$ cat src/rtl/gate_result_pkg.sv
// Shared defaults and width helpers for the gate result buffer.
package gate_result_pkg;

    localparam int unsigned DefDataWidth = 32;
    localparam int unsigned DefDepth     = 4;

    // Occupancy needs one extra bit to represent the full value Depth.
    function automatic int unsigned cnt_width(input int unsigned depth);
        return $clog2(depth) + 1;
    endfunction

endpackage

$ cat src/rtl/gate_result_buffer.sv
// First-word fall-through result buffer: drops results when full and no pop is
// pending, and raises a sticky overflow flag until cleared or reset.
module gate_result_buffer
    import gate_result_pkg::*;
#(
    parameter int unsigned DataWidth = DefDataWidth,
    parameter int unsigned Depth     = DefDepth
) (
    input  logic                          clk,
    input  logic                          rst_i,
    input  logic                          res_valid_i,
    input  logic [DataWidth-1:0]          res_data_i,
    input  logic                          clear_i,
    output logic                          valid_o,
    output logic [DataWidth-1:0]          data_o,
    input  logic                          ready_i,
    output logic [cnt_width(Depth)-1:0]   count_o,
    output logic                          overflow_o
);

    localparam int unsigned PtrW = $clog2(Depth);
    localparam int unsigned CntW = cnt_width(Depth);

    logic [DataWidth-1:0] mem_q [Depth];
    logic [PtrW-1:0]      rd_ptr_q, rd_ptr_d;
    logic [PtrW-1:0]      wr_ptr_q, wr_ptr_d;
    logic [CntW-1:0]      count_q, count_d;
    logic                 overflow_q, overflow_d;

    logic push, pop, full, accept, mem_we;

    assign push   = res_valid_i;
    assign pop    = valid_o & ready_i;
    assign full   = (count_q == CntW'(Depth));
    // A pop in the same cycle frees the slot the push needs.
    assign accept = push & (~full | pop);
    assign mem_we = accept & ~clear_i;

    always_comb begin
        rd_ptr_d   = rd_ptr_q;
        wr_ptr_d   = wr_ptr_q;
        count_d    = count_q;
        overflow_d = overflow_q;
        if (clear_i) begin
            rd_ptr_d   = '0;
            wr_ptr_d   = '0;
            count_d    = '0;
            overflow_d = 1'b0;
        end else begin
            if (pop)    rd_ptr_d = rd_ptr_q + PtrW'(1);
            if (accept) wr_ptr_d = wr_ptr_q + PtrW'(1);
            case ({accept, pop})
                2'b10:   count_d = count_q + CntW'(1);
                2'b01:   count_d = count_q - CntW'(1);
                default: count_d = count_q;
            endcase
            if (push & full & ~pop) overflow_d = 1'b1;
        end
    end

    always_ff @(posedge clk or posedge rst_i) begin
        if (rst_i) begin
            rd_ptr_q   <= '0;
            wr_ptr_q   <= '0;
            count_q    <= '0;
            overflow_q <= 1'b0;
        end else begin
            rd_ptr_q   <= rd_ptr_d;
            wr_ptr_q   <= wr_ptr_d;
            count_q    <= count_d;
            overflow_q <= overflow_d;
        end
    end

    // Storage is intentionally left unreset.
    always_ff @(posedge clk) begin
        if (mem_we) mem_q[wr_ptr_q] <= res_data_i;
    end

    assign valid_o    = (count_q != '0);
    assign data_o     = mem_q[rd_ptr_q];
    assign count_o    = count_q;
    assign overflow_o = overflow_q;

endmodule

$ cat config.mk
export PLATFORM = sky130hd
export DESIGN_NAME = gate_result_buffer
export DESIGN_NICKNAME = d
export VERILOG_FILES = /design/src/rtl/gate_result_pkg.sv /design/src/rtl/gate_result_buffer.sv
export SDC_FILE = /design/constraint.sdc
export NUM_CORES = 1
export LEC_CHECK = 0
export BUFFER_PORTS_ARGS = -buffer_cell sky130_fd_sc_hd__buf_4
export CAP_MARGIN = 20
export CORE_UTILIZATION = 51
export CTS_BUF_LIST = sky130_fd_sc_hd__clkbuf_16
export DETAILED_ROUTE_END_ITERATION = 8
export GPL_ROUTABILITY_DRIVEN = 0
export PLACE_DENSITY = 0.87
export SETUP_SLACK_MARGIN = 0.3
export SYNTH_ARGS = -nofsm -noshare
export SYNTH_HDL_FRONTEND = slang
export SYNTH_SLANG_ARGS = --single-unit
$ cat constraint.sdc
create_clock -name clk -period 2.03 [get_ports clk]
set_input_delay 0.3045 -clock clk [delete_from_list [all_inputs] [get_ports clk]]
set_output_delay 0.3045 -clock clk [all_outputs]
set_load 0.05 [all_outputs]
# Word-level counts from Yosys, hierarchy flattened
# Memories as Yosys holds them, arrays and structs flattened.
# Cells that the tools add are included.
# op_classes
add_sub_neg,4
n_eq_ne,3
muxes,10
bitwise_logic,9
n_reduce_logical,5
# op_table
op,n
2-bit 2-to-1 mux,4
3-bit one-hot mux with 2 select lines,1
2-bit nonzero test,3
3-bit nonzero test,2
1-bit AND,5
"2-bit by 1-bit adder with 2-bit output, second input constant",2
1-bit 2-to-1 mux,4
"3-bit by 1-bit adder with 3-bit output, second input constant",1
"3-bit == test, second input constant",1
3-bit 2-to-1 mux,1
1-bit inverter,3
"3-bit by 1-bit subtractor with 3-bit output, second input constant",1
"2-bit by 1-bit == test with 1-bit output, second input constant",1
"2-bit == test, second input constant",1
1-bit bitwise OR,1
# totals
regBits,8
ram_bits,128
inputBits,37
out_inout_bits,37
elab_cells,36
mem_count,1
# memory_table
memory,words,width,rd,rd_ports_with_merged_regs,write_ports,line_no,rtl
mem_q,4,32,1,0,1,gate_result_buffer.sv:24,logic [DataWidth-1:0] mem_q [Depth];

# Logic depth before layout (Yosys ltp)
# Gate-level depths: netlist of run 1.
# depth
word_depth,7
ltp_mapped,7
mapped_depth_nobuf,6

# Worst setup path after synthesis of run 1
# OpenSTA, ideal clock, no wires.
# synth_timing
kind,register to register
from,"register count_q[1], in the netlist count_o[1]"
to,"memory mem_q[0][0] (netlist bit), enable pin"
setup_time_ns,0.392
arrival_time_ns,2.064
required_time_ns,1.638
path_slack_ns,-0.426
path_stages_with_launch,5
path_buffers,1
period_less_slack_ns,2.456
cell_sequence,dfrtp_1 buf_2 nor4b_4 nor3_1 and2_1
# synth_via
elab_chain_cells,7
word_cells_on_any_way,9
classes_between,eq/ne: 1; mux: 2; bitwise: 5; reduce/logical: 1
# synth_lines
element,line_no,rtl
start: declaration,gate_result_buffer.sv:27,"logic [CntW-1:0] count_q, count_d;"
start signal: assignment,gate_result_buffer.sv:70,count_q <= count_d;
3-bit nonzero test / 3-bit == test (equally long branches),"gate_result_buffer.sv:80, gate_result_buffer.sv:34",
1-bit AND / 1-bit inverter (equally long branches),"gate_result_buffer.sv:33, gate_result_buffer.sv:36",
1-bit bitwise OR *,gate_result_buffer.sv:36,assign accept = push & (~full | pop);
1-bit AND *,gate_result_buffer.sv:36,
1-bit AND *,gate_result_buffer.sv:37,assign mem_we = accept & ~clear_i;
1-bit 2-to-1 mux *,gate_result_buffer.sv:77,if (mem_we) mem_q[wr_ptr_q] <= res_data_i;
1-bit 2-to-1 mux (implied by the code) *,gate_result_buffer.sv:77,
end: declaration,gate_result_buffer.sv:24,
# Mark *: on every way between the ends. The rest lies on a longest branch, timed or not.

# Worst setup path in the final report of run 1
# layout_timing
from,register rd_ptr_q[0]
to,output port data_o[31]
# layout_via
elab_chain_cells,1
# layout_lines
element,line_no,rtl
start: declaration,gate_result_buffer.sv:25,"logic [PtrW-1:0] rd_ptr_q, rd_ptr_d;"
start signal: assignment,gate_result_buffer.sv:68,rd_ptr_q <= rd_ptr_d;
memory read 4 x 32 bit,-,
end: declaration,gate_result_buffer.sv:15,"output logic [DataWidth-1:0] data_o,"
# Every way passes these cells.

==> results summary, run 1 <==
The utilization of the core after routing came out at 73.14%. Clock-pin slew was measured on the worst setup and hold paths at 60 ps. The first TritonRoute pass finished after 5 iterations.

Timing analysis after detailed placement gives a worst setup slack of about 73 ps. After the last flow step, the layout net total stands at 395. The required time at the worst-slack endpoint is 1730 ps.

The number of violations of the max-capacitance limit is 0. STA classifies the critical path endpoint as a primary output. In this run, the number of DRC markers left after iteration 0 of detailed routing was 217.

The total of buffers placed on input and output ports came out at 73. Measured against its own limit, the worst slew margin works out to 77.57%. The number of hold violations in the final report is 0. The count of H-tree levels built during CTS is 4. The clock root buffer is sky130_fd_sc_hd__clkbuf_16. The largest voltage drop on the vdd net is 634.6 uV. The cell count after synthesis came out at 235.

Power spread over the standard cell area amounts to 1096 nW/um2. The average cell area after synthesis is 22.26 um2. The slowest stage of the critical path is the sky130_fd_sc_hd__mux4_2 cell.

The checks that failed: setup timing. After detailed placement, the design holds a cell count of around 440. The synthesized netlist contains 32 unique library cells. The number of buffers and inverters on the critical path is 3. Grouping stages by cell kind, the critical path spends the most delay in multiplexers. The initial cell density of the core is 53.03%. The worst register-to-register path has a depth of 6. The average via count per standard cell came out at approximately 5.7. The max-slew violation total from the final report came out at 0. The maximum net fanout on the critical path is 7.

The synthesized flop and latch total came out at roughly 140. The routed design could run at a clock period as short as around 2100 ps. The arrival time of data at the critical path endpoint came out at 1840 ps. The startpoint identified for the worst hold timing path is res_data_i[0].

The async set-or-reset flop fraction in the synthesized netlist is 5.882%. The setup skew after layout is between 10 and 15 ps. The via count of the first global-routing pass came out at 2766.

The synthesis-to-finish area growth came out at 37.91%. The post-synth design cell area is 5231 um2. The min-delay analysis places its worst path in the category in2reg. The antenna cell count came out at 0. By startpoint and endpoint, the worst setup path is classified as reg2out.

The global-route wire length before repair is 14.94 mm. The routed wire length is ~11 mm. The longest clock path from root to sink contains 2 buffers. The remaining antenna violation count after routing came out at 0. Summed over all cells, the static leakage comes to 2.542 nW. The maximum number of pins on one net before global-route repair is 25.

The clock latency of the later-clocked register in the worst-skew pair came out at 410 ps. The ratio of final minimum period to clock period came out at 105.9%. The number of enable-type register cells in the synthesized netlist came out at ~130. The die width is 103.3 um. The total setup violations reported at the end of the flow is 32. The final cell count without fillers is 499. The average detailed-routed wire length per instance came out at 22.96 um. The flow ran to the end, but the final reports show violations.

The post-synth net total came out at 277. The worst register-to-register path has a setup slack of 110 ps. The hold-critical path depth came out at 1. The I/O pin count is 74.

The worst-case setup margin in the final layout came out at -119.5 ps. Detailed routing inserted a total of 2860 vias. The vertical die dimension is 103.3 um. TritonCTS built the clock tree.

Global routing finished with a remaining overflow of 0. The signal on the critical path passes through buf_6 -> buf_12 -> mux4_2 -> buf_8. The worst setup path is launched from a flip-flop. The number of clock buffers inserted by TritonCTS is 17.

The post-DP HPWL is 5.527 mm. The fmax is 465.2 MHz. The floorplan has 36 rows. The worst hold margin is 86.45 ps.

For hold timing, the worst endpoint is mem_q[2][0]. Global routing used between 20 and 25% of the available tracks across all layers. The count of yosys warnings during synthesis is 0.

Cells with a size suffix above 1 make up 51.91% of the layout. The fill cell instance count of the final layout is 539. The longest individual stage delay on the worst path came out at around 560 ps. The share of the yosys chip area belonging to registers is 77.30%. After detailed routing, the number of remaining DRC violations is 0. The endpoint identified for the worst register-to-register timing path is count_o[2]. The most frequently used flop master after synthesis is sky130_fd_sc_hd__edfxtp_1. The floorplan die area came out at 10670 um2.

The slew at the pin closest to its max-slew limit came out at 331.2 ps. The core region is roughly 9900 um2. Setup repair after global routing could not meet its margin everywhere. The number of antenna violations at the first check in global routing came out at 0. The worst flop-to-flop path startpoint is count_o[2]. The clock sink count came out at between 100 and 150.
-- power breakdown --
group | total (mW) | internal, mW | switching [mW]
combinational | 1.77 | 0.784 | 0.982
sequential | 3.21 | 3.16 | 0.0440
clock | 2.93 | 1.70 | 1.23
total | 7.91 | 5.65 | 2.26
-- cell usage after synthesis, types with 3 or more instances --
cell type                  number  area (um2)
sky130_fd_sc_hd__dfrtp_1        8       200.2
sky130_fd_sc_hd__ha_1           4       50.05
sky130_fd_sc_hd__buf_2          8       40.04
sky130_fd_sc_hd__and2_1         5       31.28
sky130_fd_sc_hd__edfxtp_1     128        3844
sky130_fd_sc_hd__mux4_2        32       720.7
sky130_fd_sc_hd__inv_1          6       22.52
sky130_fd_sc_hd__nand3_1        3       15.01
sky130_fd_sc_hd__nor2_1         5       18.77
sky130_fd_sc_hd__a21oi_1        4       20.02
sky130_fd_sc_hd__buf_6          4       45.04
sky130_fd_sc_hd__xor2_1         3       26.28
-- worst max path at each step --
stage | start | to | cells after the start
after floorplan | count_o[0] | count_o[2] | 7
after global placement | count_o[2] | count_o[2] | 6
after detailed placement | count_o[2] | count_o[2] | 6
after CTS | rd_ptr_q[0] | data_o[10] | 4
after global routing | rd_ptr_q[0] | data_o[31] | 4
final | rd_ptr_q[0] | data_o[31] | 4
-- through the flow --
stage	instance area, um2	total power [mW]	setup TNS [ps]
3_3_place_gp	6076	4.671	0
4_1_cts	6980	7.797	-2392
6_report	7214	7.909	-2500
5_1_grt	7214	8.134	-4060
3_5_place_dp	6076	4.693	0
2_1_floorplan	5283	4.291	-102.1
-- final cells by class --
type	count	area, um2	share of cell area (%)
clock buffers	17	425.4	5.897
inverters	6	22.52	0.3122
repair buffers	113	1292	17.92
multi-input cells	79	1117	15.49
well taps	133	166.4	2.307
clock inverters	15	140.1	1.942
flip-flops and latches	136	4050	56.14
-- sequential cells by signal, summed over array words and instances, names as in the netlist --
signal,flops
count_o,3
rd_ptr_q,2
overflow_o,1
wr_ptr_q,2
mem_q,128
-- metal layers --
metal / vias to the layer above / global-route usage (%) / part of all wire, %
met4: 0 / 7.259 / 0.72
met5: - / 0 / 0
met3: 15 / 6.788 / 8.0
met1: 1484 / 25.96 / 39
met2: 144 / 33.49 / 52
li1: 1217 / - / -
-- logic make-up after synthesis --
| group | Yosys count | share of synthesized area, % |
|---|---|---|
| AO/OA/AOI/OAI | 16 | 1.961 |
| XOR/XNOR | 4 | 0.6698 |
| adder cells (fa/ha/maj) | 5 | 1.339 |
| buffers and inverters | 20 | 2.200 |
| flip-flops | 136 | 77.30 |
| multiplexers | 32 | 13.78 |
| AND/OR/NAND/NOR | 22 | 2.751 |
-- timing repair --
| item | in CTS | in global routing |
|---|---|---|
| gates resized for setup | 41 | 12 |
| cloned | 4 | 8 |
| hold buffers | 1 | 0 |
| pin swaps | 8 | 5 |
| hold endpoints to repair | 8 | 0 |
| setup buffers | 10 | 2 |
| endpoints found under the setup margin | 162 | 163 |
-- cell usage in the layout (no fill, tap or decap), types with 2 or more instances in the layout --
master and count:
sky130_fd_sc_hd__clkinvlp_4 2, sky130_fd_sc_hd__buf_4 57, sky130_fd_sc_hd__buf_8 7, sky130_fd_sc_hd__ha_1 4
sky130_fd_sc_hd__inv_6 4, sky130_fd_sc_hd__mux4_2 32, sky130_fd_sc_hd__dfrtp_1 3, sky130_fd_sc_hd__edfxtp_1 128
sky130_fd_sc_hd__inv_1 6, sky130_fd_sc_hd__clkbuf_16 23, sky130_fd_sc_hd__xor2_1 3, sky130_fd_sc_hd__a211oi_1 2
sky130_fd_sc_hd__clkinv_4 4, sky130_fd_sc_hd__and2_4 4, sky130_fd_sc_hd__buf_16 4, sky130_fd_sc_hd__nand3_1 3
sky130_fd_sc_hd__o21ai_1 2, sky130_fd_sc_hd__clkinv_2 2, sky130_fd_sc_hd__a21oi_1 4, sky130_fd_sc_hd__dfrtp_2 5
sky130_fd_sc_hd__nor2_1 4, sky130_fd_sc_hd__buf_6 31, sky130_fd_sc_hd__buf_12 7, sky130_fd_sc_hd__o211ai_1 2
Note: power is estimated with default switching activity, not from simulation.
==> run 2: changes to the inputs <==
--- a/config.mk
+++ b/config.mk
@@ -11,7 +11,7 @@
 export CTS_BUF_LIST = sky130_fd_sc_hd__clkbuf_16
 export DETAILED_ROUTE_END_ITERATION = 8
 export GPL_ROUTABILITY_DRIVEN = 0
-export PLACE_DENSITY = 0.87
+export PLACE_DENSITY_LB_ADDON = 0.25
 export SETUP_SLACK_MARGIN = 0.3
 export SYNTH_ARGS = -nofsm -noshare
 export SYNTH_HDL_FRONTEND = slang
==> run 2 against run 1 <==
- the flow still finishes with violations (setup timing)
- count of clock-buffer cells in the layout is the same
- wire length fell by 6.9%
- critical path depth did not move
- final cell count is 0.60% lower
- hold slack improved by 16 ps
- global-route usage is 1.0 points lower
- final area fell by 0.69%
- via count is 5.7% lower
- critical path type unchanged
- highest routed layer unchanged
==> results summary, run 2 (synthesis gave the netlist of run 1 again) <==
The run finished, with violations left. The checks that failed: setup timing. The I/O pin count came out at 74 (unchanged). The core footprint is 9864 um2 (unchanged).

The average detailed-routed wire length per instance is 21.50 um (-6.4%). The die width came out at 103.3 um (unchanged). The setup skew after layout is 9.491 ps (-0.8523 ps).

The number of violations of the max-capacitance limit is 0 (unchanged). The floorplan row count is 36 (unchanged). The antenna cell count is 0 (unchanged).

The arrival time of data at the critical path endpoint came out at 1810 ps (-30 ps). The relative max-transition margin is 76.20% (-1.4 points). The total of buffers placed on input and output ports is 73 (unchanged). The ratio of final minimum period to clock period was 104.3% (-1.6 points). The total setup violations reported at the end of the flow is 32 (unchanged). The register with the most flip-flops in the final layout is mem_q. The via count of the first global-routing pass is 2712 (-2.0%).

The clock slew seen by the registers of the worst setup and hold paths was 60 ps (about the same). The required time at the worst-slack endpoint came out at 1730 ps (about the same). The post-DP HPWL was 5.657 mm (+2.4%). The aggregate negative setup slack is -1359 ps (+1140 ps). The max-slew violation total from the final report is 0 (unchanged).

The leakage power total came to 2.509 nW (-1.3%). The critical path is of the reg2out type. The count of H-tree levels built during CTS came out at 4 (unchanged). The endpoint kind of the worst setup timing path is a primary output. The slew at the pin closest to its max-slew limit came to 356.6 ps (+25.41 ps). The library cell used most frequently in the layout, excluding fill and tap cells, is sky130_fd_sc_hd__edfxtp_1.

The overall routing resource usage came out at 19.47% (-1.0 points). The launching element type of the critical path is a flip-flop. The minimum setup slack among reg-to-reg paths was 160 ps (+50 ps). The remaining antenna violation count after routing is 0 (unchanged). TritonCTS built the clock tree. The number of hold violations in the final report came out at 0 (unchanged).

The synthesis-to-finish area growth is 36.95%. The fmax came out at 472.2 MHz (+1.5%). The fill cell instance count of the final layout was 557 (+3.3%). The initial cell density of the core came out at 53.03% (unchanged). The top cell types in the final layout, fill and taps aside, are 128 x sky130_fd_sc_hd__edfxtp_1, 50 x sky130_fd_sc_hd__buf_4, 38 x sky130_fd_sc_hd__buf_6. The floorplan die area came to 10670 um2 (unchanged).

The storage element area came out at 4050 um2 (unchanged). The clock sink count was 136 (unchanged). The number of antenna violations at the first check in global routing is 0 (unchanged). The final period demand of the worst path came out at 2118 ps (-31.91 ps). The power per cell area came out at 1094 nW/um2 (-0.25%). The vertical die dimension was 103.3 um (unchanged). Setup repair after global routing could not meet its margin everywhere. The instance area after placement was 6118 um2 (+0.70%).

The total met2 wirelength after detailed routing came out at 5.866 mm (-1.8%). The number of flip-flops under the largest register name came out at 128 (unchanged). The global-route wire length before repair is 14.24 mm (-4.7%). The DRC marker count from the first detailed-route iteration is 151 (-30%). The timing startpoint of the critical path is rd_ptr_q[0]. The share of final-layout standard cells stronger than drive strength 1 is 51.52% (-0.40 points).

The average via count per standard cell came out at 5.438 (-5.1%). The number of clock buffers inserted by TritonCTS came out at 17 (unchanged). The count of vias placed by the detailed router came out at 2697 (-5.7%). Following the worst setup path forward leads to its endpoint at data_o[13]. The terminus of the critical flop-to-flop path is count_o[2].

The logic depth of the worst register-to-register path was 6 (unchanged). In this run the critical register-to-register path is launched from count_o[2]. The final routed DRC violation total is 0 (unchanged). The footprint of the multi-input gates is 1124 um2 (+0.56%). The number of detailed-route iterations in the first pass was 4 (-1). The highest routing layer actually used is met4. The clock latency of the later-clocked register in the worst-skew pair came out at 400 ps (about the same). The met1 wire length was 4.233 mm (-5.6%). The number of nets at the end of the flow is 392 (-0.76%). The sum of overflow across all layers after global routing is 0 (unchanged). The tree is rooted in a sky130_fd_sc_hd__clkbuf_16. The maximum number of pins on one net before global-route repair came out at 33 (+32%).

The maximum net fanout on the critical path is 6 (-1). The post-route cell area was 7164 um2 (-0.69%). The amount of wire on met3 after detailed routing is 388 um (-58%). The routed wire length came to 10.66 mm (-6.9%). The worst-case setup margin in the final layout came out at -87.56 ps (+31.91 ps). The clock tree buffer depth came out at 2 (unchanged). In this run the worst hold path is classified as in2reg. The largest voltage drop on the vdd net came out at 733.0 uV (+16%).
run 2: worst max-delay path: stages (launching register included):
cell	delay [ps]
sky130_fd_sc_hd__dfrtp_2	390
sky130_fd_sc_hd__buf_12	140
sky130_fd_sc_hd__clkbuf_16	160
sky130_fd_sc_hd__mux4_2	540
sky130_fd_sc_hd__buf_6	180
run 2: worst min path at each step:
stage	slack (ps)	end	start	cells after the start
2_1_floorplan	120	overflow_o	rst_i	1
3_3_place_gp	280	overflow_o	rst_i	2
3_5_place_dp	300	overflow_o	rst_i	2
4_1_cts	90	mem_q[2][9]	res_data_i[9]	1
5_1_grt	80	mem_q[0][19]	res_data_i[19]	1
6_report	100	mem_q[0][19]	res_data_i[19]	1
run 2: what timing repair did:
item,4_1_cts,5_1_grt
endpoints found under the hold margin,8,0
buffers inserted,9,7
cloned,0,6
hold buffers,1,0
setup endpoints to repair,157,151
pin swaps,9,7
gates resized for setup,45,8
run 2: layer usage:
layer  track usage [%]  up-vias
li1                  -     1203
met1             22.77     1388
met2             32.77       96
met3             6.384       10
met4             9.317        0
met5                 0        -
run 2: power breakdown:
part	total [mW]	internal (mW)	switching [mW]
Clock	2.83	1.68	1.15
Combinational	1.80	0.820	0.980
Sequential	3.21	3.17	0.0412
run 2: area by class of cell:
cell class | count | share of cell area (%)
flip-flops and latches | 136 | 56.53
clock inverters | 15 | 1.816
multi-input cells | 79 | 15.68
repair buffers | 110 | 17.39
inverters | 6 | 0.3144
clock buffers | 17 | 5.938
well taps | 133 | 2.323
run 2: through the flow:
step,std cells,util (%),power [mW],hold WS [ps],worst slack [ps]
floorplan,235,-,4.291,120.0,-102.1
global placement,441,62.02,4.684,279.1,118.8
detailed placement,441,62.02,4.705,295.8,111.3
CTS,483,70.19,7.715,86.56,-85.73
global route,496,72.63,8.082,81.58,-133.9
finish,496,72.63,7.834,102.4,-87.56
==> run 3: changes to the inputs <==
--- a/config.mk
+++ b/config.mk
@@ -11,6 +11,7 @@
 export CTS_BUF_LIST = sky130_fd_sc_hd__clkbuf_16
 export DETAILED_ROUTE_END_ITERATION = 8
 export GPL_ROUTABILITY_DRIVEN = 0
+export MAX_ROUTING_LAYER = met4
 export PLACE_DENSITY_LB_ADDON = 0.25
 export SETUP_SLACK_MARGIN = 0.3
 export SYNTH_ARGS = -nofsm -noshare
==> run 3 against run 2 <==
- the run still ends with setup timing left
- wire length shrank 0.73%
- via count down 0.44%
- hold slack about the same
- final cell count did not move
- maximum frequency about the same
- combinational power is essentially flat
- first-iteration DRC count down 5.3%
==> results summary, run 3 (synthesis gave the netlist of run 1 again) <==
The run finished, with violations left. The checks that failed: setup timing. The number of violations of the max-capacitance limit was 0 (unchanged).

The synthesis-to-finish area growth was 37.02% (about the same). STA classifies the critical path startpoint as a flip-flop. The antenna cell count came out at 0 (unchanged).

The floorplan die area is 10670 um2 (unchanged). The number of antenna violations at the first check in global routing came out at 0 (unchanged). The number of flip-flops under the largest register name is 128 (unchanged).

The relative max-transition margin came to 75.93% (-0.26 points). The I/O pin count was 74 (unchanged). The count of vias placed by the detailed router is 2685 (-0.44%). Tracing the worst setup path back leads to its startpoint at rd_ptr_q[0]. The die width came out at 103.3 um (unchanged). The overall routing resource usage came to 20.08% (+0.61 points). The slew at the pin closest to its max-slew limit came out at 360.6 ps (+3.947 ps). The terminus of the critical flop-to-flop path is count_o[2]. The average via count per standard cell was 5.413 (-0.44%). The critical path class is reg2out.

The clock tree buffer depth is 2 (unchanged). The DRC marker count from the first detailed-route iteration came to 143 (-5.3%). The setup skew after layout came out at 9.837 ps (+0.3462 ps). TritonCTS built the clock tree. CTS placed an instance of sky130_fd_sc_hd__clkbuf_16 at the clock tree root. The post-route cell area was 7168 um2 (about the same).

The number of clock buffers inserted by TritonCTS is 17 (unchanged). The longest individual stage delay on the worst path is 540 ps (about the same). The power per cell area is 1094 nW/um2 (about the same). The instance area after placement is 6118 um2 (unchanged). The total power consumption of the routed design is 7.840 mW (about the same). The signal on the critical path passes through buf_12 -> clkbuf_16 -> mux4_2 -> buf_6. The leakage power total came out at 2.510 nW (about the same). The global-route wire length before repair is 14.23 mm (about the same).

The via count of the first global-routing pass came out at 2709 (-0.11%). The number of nets at the end of the flow came to 392 (unchanged). The max-slew violation total from the final report came out at 0 (unchanged). The initial cell density of the core was 53.03% (unchanged). The clock sink count is 136 (unchanged).

Setup repair after global routing could not meet its margin everywhere. The minimum setup slack among reg-to-reg paths came out at 160 ps (about the same). The maximum number of pins on one net before global-route repair is 33 (unchanged). The average detailed-routed wire length per instance is 21.34 um (-0.73%).

The number of detailed-route iterations in the first pass came out at 4 (unchanged). In the layout the commonest cells are 128 x sky130_fd_sc_hd__edfxtp_1, 50 x sky130_fd_sc_hd__buf_4, 37 x sky130_fd_sc_hd__buf_6. The arrival time of data at the critical path endpoint is 1810 ps (about the same). The startpoint identified for the worst hold timing path is res_data_i[19].

Following the worst setup path forward leads to its endpoint at data_o[13]. The min-delay analysis places its worst path in the category in2reg. The vertical die dimension came to 103.3 um (unchanged).

The aggregate negative setup slack came out at -1386 ps (-26.71 ps). The total setup violations reported at the end of the flow came out at 32 (unchanged). The core footprint came out at 9864 um2 (unchanged). The largest voltage drop on the vdd net is 732.0 uV (-0.14%). The final period demand of the worst path is 2119 ps (+1.924 ps). The library cell used most frequently in the layout, excluding fill and tap cells, is sky130_fd_sc_hd__edfxtp_1. The ratio of final minimum period to clock period is 104.4% (about the same). The final routed DRC violation total is 0 (unchanged). The worst-case setup margin in the final layout came out at -89.48 ps (-1.924 ps). The clock slew seen by the registers of the worst setup and hold paths came out at 60 ps (about the same). The share of final-layout standard cells stronger than drive strength 1 is 51.52% (unchanged). The register with the most flip-flops in the final layout is mem_q.

The post-DP HPWL is 5.657 mm (unchanged). The total of buffers placed on input and output ports came out at 73 (unchanged). The sum of overflow across all layers after global routing came out at 0 (unchanged). The maximum net fanout on the critical path came out at 6 (unchanged). The routed wire length is 10.59 mm (-0.73%). The remaining antenna violation count after routing is 0 (unchanged). The floorplan row count came out at 36 (unchanged). The clock latency of the later-clocked register in the worst-skew pair is 400 ps (about the same). The logic depth of the worst register-to-register path is 6 (unchanged).

The number of hold violations in the final report is 0 (unchanged). The required time at the worst-slack endpoint is 1730 ps (about the same). STA classifies the critical path endpoint as a primary output. For this design, the slowest cell found on the critical path is sky130_fd_sc_hd__mux4_2.

The fmax is 471.8 MHz (about the same). In this run the critical register-to-register path is launched from count_o[2]. The worst hold margin came out at 102.7 ps (+0.2620 ps).

The fill cell instance count of the final layout came out at 555 (-0.36%). The count of H-tree levels built during CTS is 4 (unchanged).
[run 3: changes by cell type in the layout (fill, tap and decap cells not counted)]
| cell | delta |
|---|---|
| sky130_fd_sc_hd__buf_8 | +1 |
| sky130_fd_sc_hd__buf_6 | -1 |
[run 3: worst min path at each step]
stage / endpoint / slack [ps] / cells past startpoint
detailed placement: overflow_o / 300 / 2
floorplan: overflow_o / 120 / 1
global route: mem_q[0][19] / 80 / 1
global placement: overflow_o / 280 / 2
finish: mem_q[0][19] / 100 / 1
CTS: mem_q[2][9] / 90 / 1
[run 3: per-stage QoR]
step           utilization (%)  std cells  setup WS, ps
6_report                 72.67        496        -89.48
5_1_grt                  72.67        496        -135.0
4_1_cts                  70.19        483        -85.73
3_5_place_dp             62.02        441         111.3
3_3_place_gp             62.02        441         118.8
2_1_floorplan                -        235        -102.1
[run 3: area by class of cell]
type / count / area [um2] / area share (%)
multi-input cells: 79 / 1124 / 15.67
well taps: 133 / 166.4 / 2.322
inverters: 6 / 22.52 / 0.3142
clock inverters: 15 / 130.1 / 1.815
clock buffers: 17 / 425.4 / 5.935
repair buffers: 110 / 1250 / 17.44
flip-flops and latches: 136 / 4050 / 56.50
[run 3: power breakdown]
part           internal (mW)  switching [mW]
sequential              3.17          0.0409
clock                   1.68            1.14
combinational          0.825           0.985
[run 3: per-layer routing]
layer  global-route usage, %  vias to the layer above  wire, um
met5                       -                        -         0
met4                   9.317                        0       190
met3                   6.384                       12       442
met2                   32.51                       98      5833
met1                   22.96                     1367      4118
li1                        -                     1208         -
[run 3: critical path: cells and delay by family, from the launching register on]
kind / cells / cell delay [ps]
mux: 1 / 540
buf+inv: 3 / 480
flops: 1 / 390
[run 3: timing repair]
item	CTS	global route
endpoints found under the setup margin	157	151
buffers inserted	9	7
gates cloned	0	6
endpoints found under the hold margin	8	0
resized for setup	45	9
pin swaps	9	6
hold buffers	1	0
